**config.mk**
```make
export PLATFORM = sky130hd
export DESIGN_NAME = mem_port_arbiter
export DESIGN_NICKNAME = d
export VERILOG_FILES = /design/src/rtl/mem_port_arbiter.sv
export SDC_FILE = /design/constraint.sdc
export NUM_CORES = 1
export LEC_CHECK = 0
export ABC_AREA = 0
export CAP_MARGIN = 40
export CORE_AREA = 5 5 97 99
export DETAILED_ROUTE_END_ITERATION = 10
export DIE_AREA = 0 0 102 104
export GPL_TIMING_DRIVEN = 0
export PLACE_DENSITY = 0.67
export SYNTH_ARGS = -nofsm -noshare
export SYNTH_HDL_FRONTEND = slang
export SYNTH_SLANG_ARGS = --single-unit
```
**constraint.sdc**
```tcl
create_clock -name clk -period 2.1 [get_ports clk]
set_input_delay 0.42 -clock clk [delete_from_list [all_inputs] [get_ports clk]]
set_output_delay 0.42 -clock clk [all_outputs]
set_load 0.005 [all_outputs]
```
**src/rtl/mem_port_arbiter.sv**
```systemverilog
// mem_port_arbiter: shares one cache port between instruction fetch (I, read-only)
// and load/store (D, read/write). Fixed priority D > I, one read in flight,
// read data is steered back to the port that issued the read.
// Optional build macro: ARB_STARVE_GUARD_EN -- after STARVE_N consecutive D
// accepts while fetch waits, the next idle grant goes to fetch.
//
// Handshake: a requester holds its command (read/write, addr, data, byte_en)
// stable while its waitrequest is 1; the command is taken in the cycle its
// waitrequest is 0. Toward the cache, a presented command is taken in the cycle
// m_waitrequest is 0. Read data carries no back-pressure: *_readdata_valid is a
// single-cycle pulse to the owning port.
module mem_port_arbiter #(
   parameter int ADDR_W   = 25,
   parameter int DATA_W   = 32,
   parameter int BE_W     = 4,
   parameter int STARVE_N = 4
) (
   input  logic              clk,
   input  logic              rst,
   // fetch port
   input  logic [ADDR_W-1:0] i_addr,
   input  logic              i_read,
   output logic [DATA_W-1:0] i_readdata,
   output logic              i_readdata_valid,
   output logic              i_waitrequest,
   // load/store port
   input  logic [ADDR_W-1:0] d_addr,
   input  logic [BE_W-1:0]   d_byte_en,
   input  logic [DATA_W-1:0] d_writedata,
   input  logic              d_read,
   input  logic              d_write,
   output logic [DATA_W-1:0] d_readdata,
   output logic              d_readdata_valid,
   output logic              d_waitrequest,
   // cache port
   output logic [ADDR_W-1:0] m_addr,
   output logic [BE_W-1:0]   m_byte_en,
   output logic [DATA_W-1:0] m_writedata,
   output logic              m_read,
   output logic              m_write,
   input  logic [DATA_W-1:0] m_readdata,
   input  logic              m_readdata_valid,
   input  logic              m_waitrequest,
   // debug: current FSM state (0 IDLE, 1 LOCK, 2 RD)
   output logic [1:0]        o_dbg_state
);

   typedef enum logic [1:0] {
      ST_IDLE = 2'd0,
      ST_LOCK = 2'd1,
      ST_RD   = 2'd2
   } state_t;

   state_t r_state;
   state_t w_state_nxt;
   logic   r_owner_d;      // 1: outstanding read belongs to D, 0: to I
   logic   w_owner_d_nxt;
   logic   r_lock_d;       // 1: D is the locked port in LOCK, 0: I
   logic   w_lock_d_nxt;
   logic   w_d_req;
   logic   w_gnt_d;
   logic   w_gnt_i;
   logic   w_cmd;
   logic   w_is_read;
   logic   w_starve_force;
   logic   w_rd_valid;

   assign w_d_req     = d_read | d_write;
   assign o_dbg_state = r_state;

`ifdef ARB_STARVE_GUARD_EN
   logic [2:0] r_starve_cnt;

   // Count consecutive D accepts while fetch is waiting; any I accept or idle fetch clears it
   always_ff @(posedge clk) begin
      if (rst) begin
         r_starve_cnt <= 3'd0;
      end else if (!i_read) begin
         r_starve_cnt <= 3'd0;
      end else if (w_gnt_i && !m_waitrequest) begin
         r_starve_cnt <= 3'd0;
      end else if (w_gnt_d && !m_waitrequest && (r_starve_cnt != 3'd7)) begin
         r_starve_cnt <= r_starve_cnt + 3'd1;
      end
   end

   assign w_starve_force = (r_state == ST_IDLE) && i_read && (r_starve_cnt >= 3'(STARVE_N));
`else
   assign w_starve_force = 1'b0;
`endif

   // State, read owner and locked port registers
   always_ff @(posedge clk) begin
      if (rst) begin
         r_state   <= ST_IDLE;
         r_owner_d <= 1'b1;
         r_lock_d  <= 1'b1;
      end else begin
         r_state   <= w_state_nxt;
         r_owner_d <= w_owner_d_nxt;
         r_lock_d  <= w_lock_d_nxt;
      end
   end

   // Grant selection and next-state logic; reset forces every grant off
   always_comb begin
      w_state_nxt   = r_state;
      w_owner_d_nxt = r_owner_d;
      w_lock_d_nxt  = r_lock_d;
      w_gnt_d       = 1'b0;
      w_gnt_i       = 1'b0;
      if (!rst) begin
         case (r_state)
            ST_IDLE: begin
               if (w_d_req && !w_starve_force) w_gnt_d = 1'b1;
               else if (i_read)                w_gnt_i = 1'b1;
            end
            ST_LOCK: begin
               // grant frozen on the stalled port; a dropped request ends the lock
               if (r_lock_d) w_gnt_d = w_d_req;
               else          w_gnt_i = i_read;
            end
            default: ;
         endcase
      end
      w_cmd     = w_gnt_d | w_gnt_i;
      // a simultaneous read and write from D is a write
      w_is_read = w_gnt_i | (w_gnt_d & d_read & ~d_write);
      if (w_cmd) begin
         if (m_waitrequest) begin
            w_state_nxt  = ST_LOCK;
            w_lock_d_nxt = w_gnt_d;
         end else if (w_is_read) begin
            w_state_nxt   = ST_RD;
            w_owner_d_nxt = w_gnt_d;
         end else begin
            w_state_nxt = ST_IDLE;
         end
      end else if (r_state == ST_LOCK) begin
         w_state_nxt = ST_IDLE;
      end else if ((r_state == ST_RD) && m_readdata_valid) begin
         w_state_nxt = ST_IDLE;
      end
   end

   // Cache command mux and requester stall outputs
   always_comb begin
      m_addr        = '0;
      m_byte_en     = '0;
      m_writedata   = '0;
      m_read        = w_is_read;
      m_write       = w_gnt_d & d_write;
      i_waitrequest = ~(w_gnt_i & ~m_waitrequest);
      d_waitrequest = ~(w_gnt_d & ~m_waitrequest);
      if (w_gnt_d) begin
         m_addr      = d_addr;
         m_byte_en   = d_byte_en;
         m_writedata = d_writedata;
      end else if (w_gnt_i) begin
         m_addr = i_addr;
      end
   end

   // Read return steering: only a valid seen in RD reaches the owner; stale valids are dropped
   always_comb begin
      w_rd_valid       = (r_state == ST_RD) && m_readdata_valid && !rst;
      d_readdata_valid = w_rd_valid & r_owner_d;
      i_readdata_valid = w_rd_valid & ~r_owner_d;
      d_readdata       = d_readdata_valid ? m_readdata : '0;
      i_readdata       = i_readdata_valid ? m_readdata : '0;
   end

endmodule

```
==> implementation parameters, run 1 <==
Parameter                              Value

Critical path
  Worst reg2reg path depth ... 6
  Critical path capture point type ... output port
  Register-to-register setup slack ... 0.51 ns
  Worst Setup Start Kind ... register
  Destination of the critical timing path ... m_addr[18]
  Critical path data arrival time ... roughly 1.8 ns
  Highest fanout seen on the critical path ... 10
  Critical R2R Launch ... o_dbg_state[0]$_SDFFE_PP0P_
  Reg2reg end ... o_dbg_state[0]$_SDFFE_PP0P_
  Required time of the worst setup path ... ~1.7 ns
  Start point of the critical path ... o_dbg_state[0]$_SDFFE_PP0P_
  Critical Setup Path Class ... reg2out

Finish
  Total inserted antenna cells ... 0
  Final Non-Filler Cells ... a little under 600
  Area added between synthesis and finish ... 247.8%
  Number of nets in the final layout ... about 600
  Share of cells above drive strength 1 ... approximately 38%

Placement
  Number of input and output port buffers inserted ... between 200 and 300
  Final weighted congestion in routability-driven placement ... approximately 0.8
  Cell total after placement ... 539
  DP Wirelength ... between 8 and 9 mm

Outcome
  Violations in the final reports ... negative setup slack
  Outcome ... finished with violations

Timing
  Worst-case clock skew ... just over 0.005 ns
  Worst-Margin Slew ... about 0.35 ns
  Setup repair after global routing missed its margin ... yes
  Setup slack after layout ... -0.07904 ns
  Fmax ... between 400 and 500 MHz
  Setup-failing EPs final ... 28
  Final sum of negative setup slack ... -1.452 ns
  Fin crit period ... between 2 and 2.5 ns
  Final clock period utilization by the worst path ... 103.8%
  Worst max-slew margin expressed relative to the limit ... between 70% and 80%
  Max Transition Viols Final ... 0
  Hold Fails Final Rpt ... 0

Floorplan
  Floorplan core area ... ~8500 um2
  Die X ... between 100 and 150 um
  Standard-cell rows ... 34
  Starting utilization of the core area ... 14.66%
  Top-level port count ... about 260
  Die height ... roughly 100 um
  Die area ... between 10000 and 15000 um2

Synth
  Share of the synthesized area in the top cell type ... roughly half
  Main synth FF type ... sky130_fd_sc_hd__dfxtp_1
  Synth async-reset ratio ... 0%
  Synthesis warning total ... 0
  Average size of a mapped cell ... between 7 and 8 um2
  Area of the mapped netlist ... between 1000 and 1500 um2
  Synth top cells by count ... sky130_fd_sc_hd__and2_1 (101), sky130_fd_sc_hd__a22o_1 (25), sky130_fd_sc_hd__buf_2 (5)
  Dominant cell by count in the synthesized netlist ... sky130_fd_sc_hd__and2_1
  Sequential area share after synthesis ... 6.452%
  Cells taking the most area after synthesis ... sky130_fd_sc_hd__and2_1 (51%), sky130_fd_sc_hd__a22o_1 (18%), sky130_fd_sc_hd__dfxtp_1 (6.5%)
  Flop and latch count out of synthesis ... 4
  Count of flip-flops with a built-in enable after synthesis ... 0
  Cell type contributing the most total cell area after synthesis ... sky130_fd_sc_hd__and2_1
  Synthesized netlist net count ... 300
  Syn Inst Count ... between 150 and 200
  Count of distinct cell types in the synthesized netlist ... 29

Power
  Power Density ... 206.6 nW/um2
  Cell leakage power ... between 2 and 2.5 nW
  Part of the power in the clock network ... ~18%
  Net Sw Frac ... around a quarter
  Internal portion of total power ... between 0.6 and 0.7 mW
  Sequential Power Share ... under 10%
  Switching power summed over all nets ... approximately 0.23 mW
  Combinational group share of total power ... about 73%
  Peak VDD IR ... 0.1743 mV

GRT
  Global-route usage over all layers ... around 17%
  Vias in the first global route ... 2657
  Global-route wire length before repair ... ~15 mm
  Largest net degree at the start of global routing ... 11
  Remaining Overflow, GRT ... 0
  Antenna violations before repair ... 0

Route
  Met1 Wirelength ... roughly 3.4 mm
  Initial detailed-routing violation count ... 42
  Met2 WL ... between 5 and 6 mm
  Total number of vias ... between 2000 and 2500
  Detailed-routed wire length on met3 ... about 1.2 mm
  Number of iterations in the first detailed-routing pass ... 4
  Post-detailed-route count of antenna-violating nets ... 0
  Vias per std cell ... roughly 4.2
  Post-route DRC ... 0
  Highest metal layer with signal wires ... met4
  Wire length reported by the detailed router ... around 10 mm
  Wire length per cell ... approximately 17 um

Clocking
  CTS root buf ... sky130_fd_sc_hd__clkbuf_8
  Number of hold-repair buffers added at the cts stage ... 0
  Clock Sink Count ... 4
  Total clock buffers created by CTS ... 3
  TritonCTS clock tree ... done
  Register clock-pin slew on the reported worst setup and hold paths ... roughly 0.030 ns
  H-Tree Depth ... 1
  Clk buf depth ... 2
  Source-to-sink clock delay at the later pin of the worst-skew pair ... 0.22 ns

Worst hold path
  Worst hold path class ... reg2reg

Job
  Max-cap check violation count ... 0
[worst min path at each step]
stage	to	depth (start not counted)	startpoint	slack, ns
final	r_owner_d$_SDFFE_PP1P_	2	r_owner_d$_SDFFE_PP1P_	0.56
after global routing	o_dbg_state[1]$_SDFFE_PP0P_	2	rst	0.61
after CTS	r_owner_d$_SDFFE_PP1P_	2	r_owner_d$_SDFFE_PP1P_	0.55
after detailed placement	r_lock_d$_SDFFE_PP1P_	1	r_lock_d$_SDFFE_PP1P_	0.50
after global placement	r_lock_d$_SDFFE_PP1P_	1	r_lock_d$_SDFFE_PP1P_	0.49
after floorplan	r_lock_d$_SDFFE_PP1P_	1	r_lock_d$_SDFFE_PP1P_	0.46
[metal layers]
layer | track usage (%) | vias up
met5 | 0 | -
met4 | 3.843 | 0
met3 | 6.506 | 8
met2 | 33.01 | 166
met1 | 17.70 | 1099
li1 | - | 1198
[registers in the layout, indices dropped and copies added (netlist names)]
name,cells
r_lock_d,1
r_owner_d,1
o_dbg_state,2
[kinds of logic (layout without fill, tap and decap cells)]
group / Yosys count / after routing / synth area share, %
buffers and inverters: 17 / 316 / 8.063
DFF: 4 / 4 / 6.452
AOI/OAI and AO/OA: 34 / 34 / 23.69
and+or+nand+nor: 120 / 120 / 61.79
[final cells by class]
type	instances	area, um2
plain buffers	16	198.9
clock buffers	3	41.29
fillers	824	4149
multi-input cells	154	1170
flip-flops and latches	4	85.08
well taps	108	135.1
repair buffers	297	2686
[worst max-delay path, cell delays in order (launching register included)]
cell                      delay [ns]
sky130_fd_sc_hd__dfxtp_4        0.34
sky130_fd_sc_hd__and2b_2        0.22
sky130_fd_sc_hd__buf_4          0.14
sky130_fd_sc_hd__o211a_1        0.23
sky130_fd_sc_hd__buf_6          0.14
sky130_fd_sc_hd__buf_8          0.14
sky130_fd_sc_hd__a22o_1         0.19
sky130_fd_sc_hd__buf_2          0.14
[per-stage QoR]
step           cell area [um2]  setup slack, ns  util (%)  hold slack [ns]  power, mW
6_report                  4317         -0.07904     50.99           0.5583     0.8919
5_1_grt                   4317          -0.1658     50.99           0.6097     0.9448
4_1_cts                   4096          -0.1068     48.39           0.5511     0.8386
3_5_place_dp              3939          -0.9350     46.53           0.4963     0.6404
3_3_place_gp              3939          -0.9606     46.53           0.4890     0.6393
2_1_floorplan             1241           0.2864         -           0.4615     0.2118
[what timing repair did]
| item | CTS | global route |
|---|---|---|
| pin swaps | 36 | 15 |
| setup buffers | 34 | 4 |
| resized for setup | 432 | 73 |
| endpoints found under the setup margin | 131 | 94 |
| cloned | 3 | 1 |
[power groups by stage]
stage	logic, mW	clock network, mW	registers (mW)
after floorplan	0.130	0	0.0822
after global placement	0.557	0	0.0826
after detailed placement	0.558	0	0.0827
after CTS	0.597	0.161	0.0808
after global routing	0.693	0.170	0.0813
final	0.652	0.158	0.0810
[layout by cell type (no fill, tap or decap), drive strengths merged, types with 2 or more instances in the layout]
master,instances
buf,128
clkdlybuf4s50,123
and2,101
dlygate4sd2,39
a22o,25
clkdlybuf4s15,13
clkbuf,13
nand2b,4
nor2,4
dfxtp,4
nand2,2
No activity file was read; power rests on OpenSTA's default activity.
==> run 2: changes to the inputs <==
SLEW_MARGIN = 10   (was not set)
==> results of run 2 <==
Final layout, timing and power as in run 1 (identical DEF).
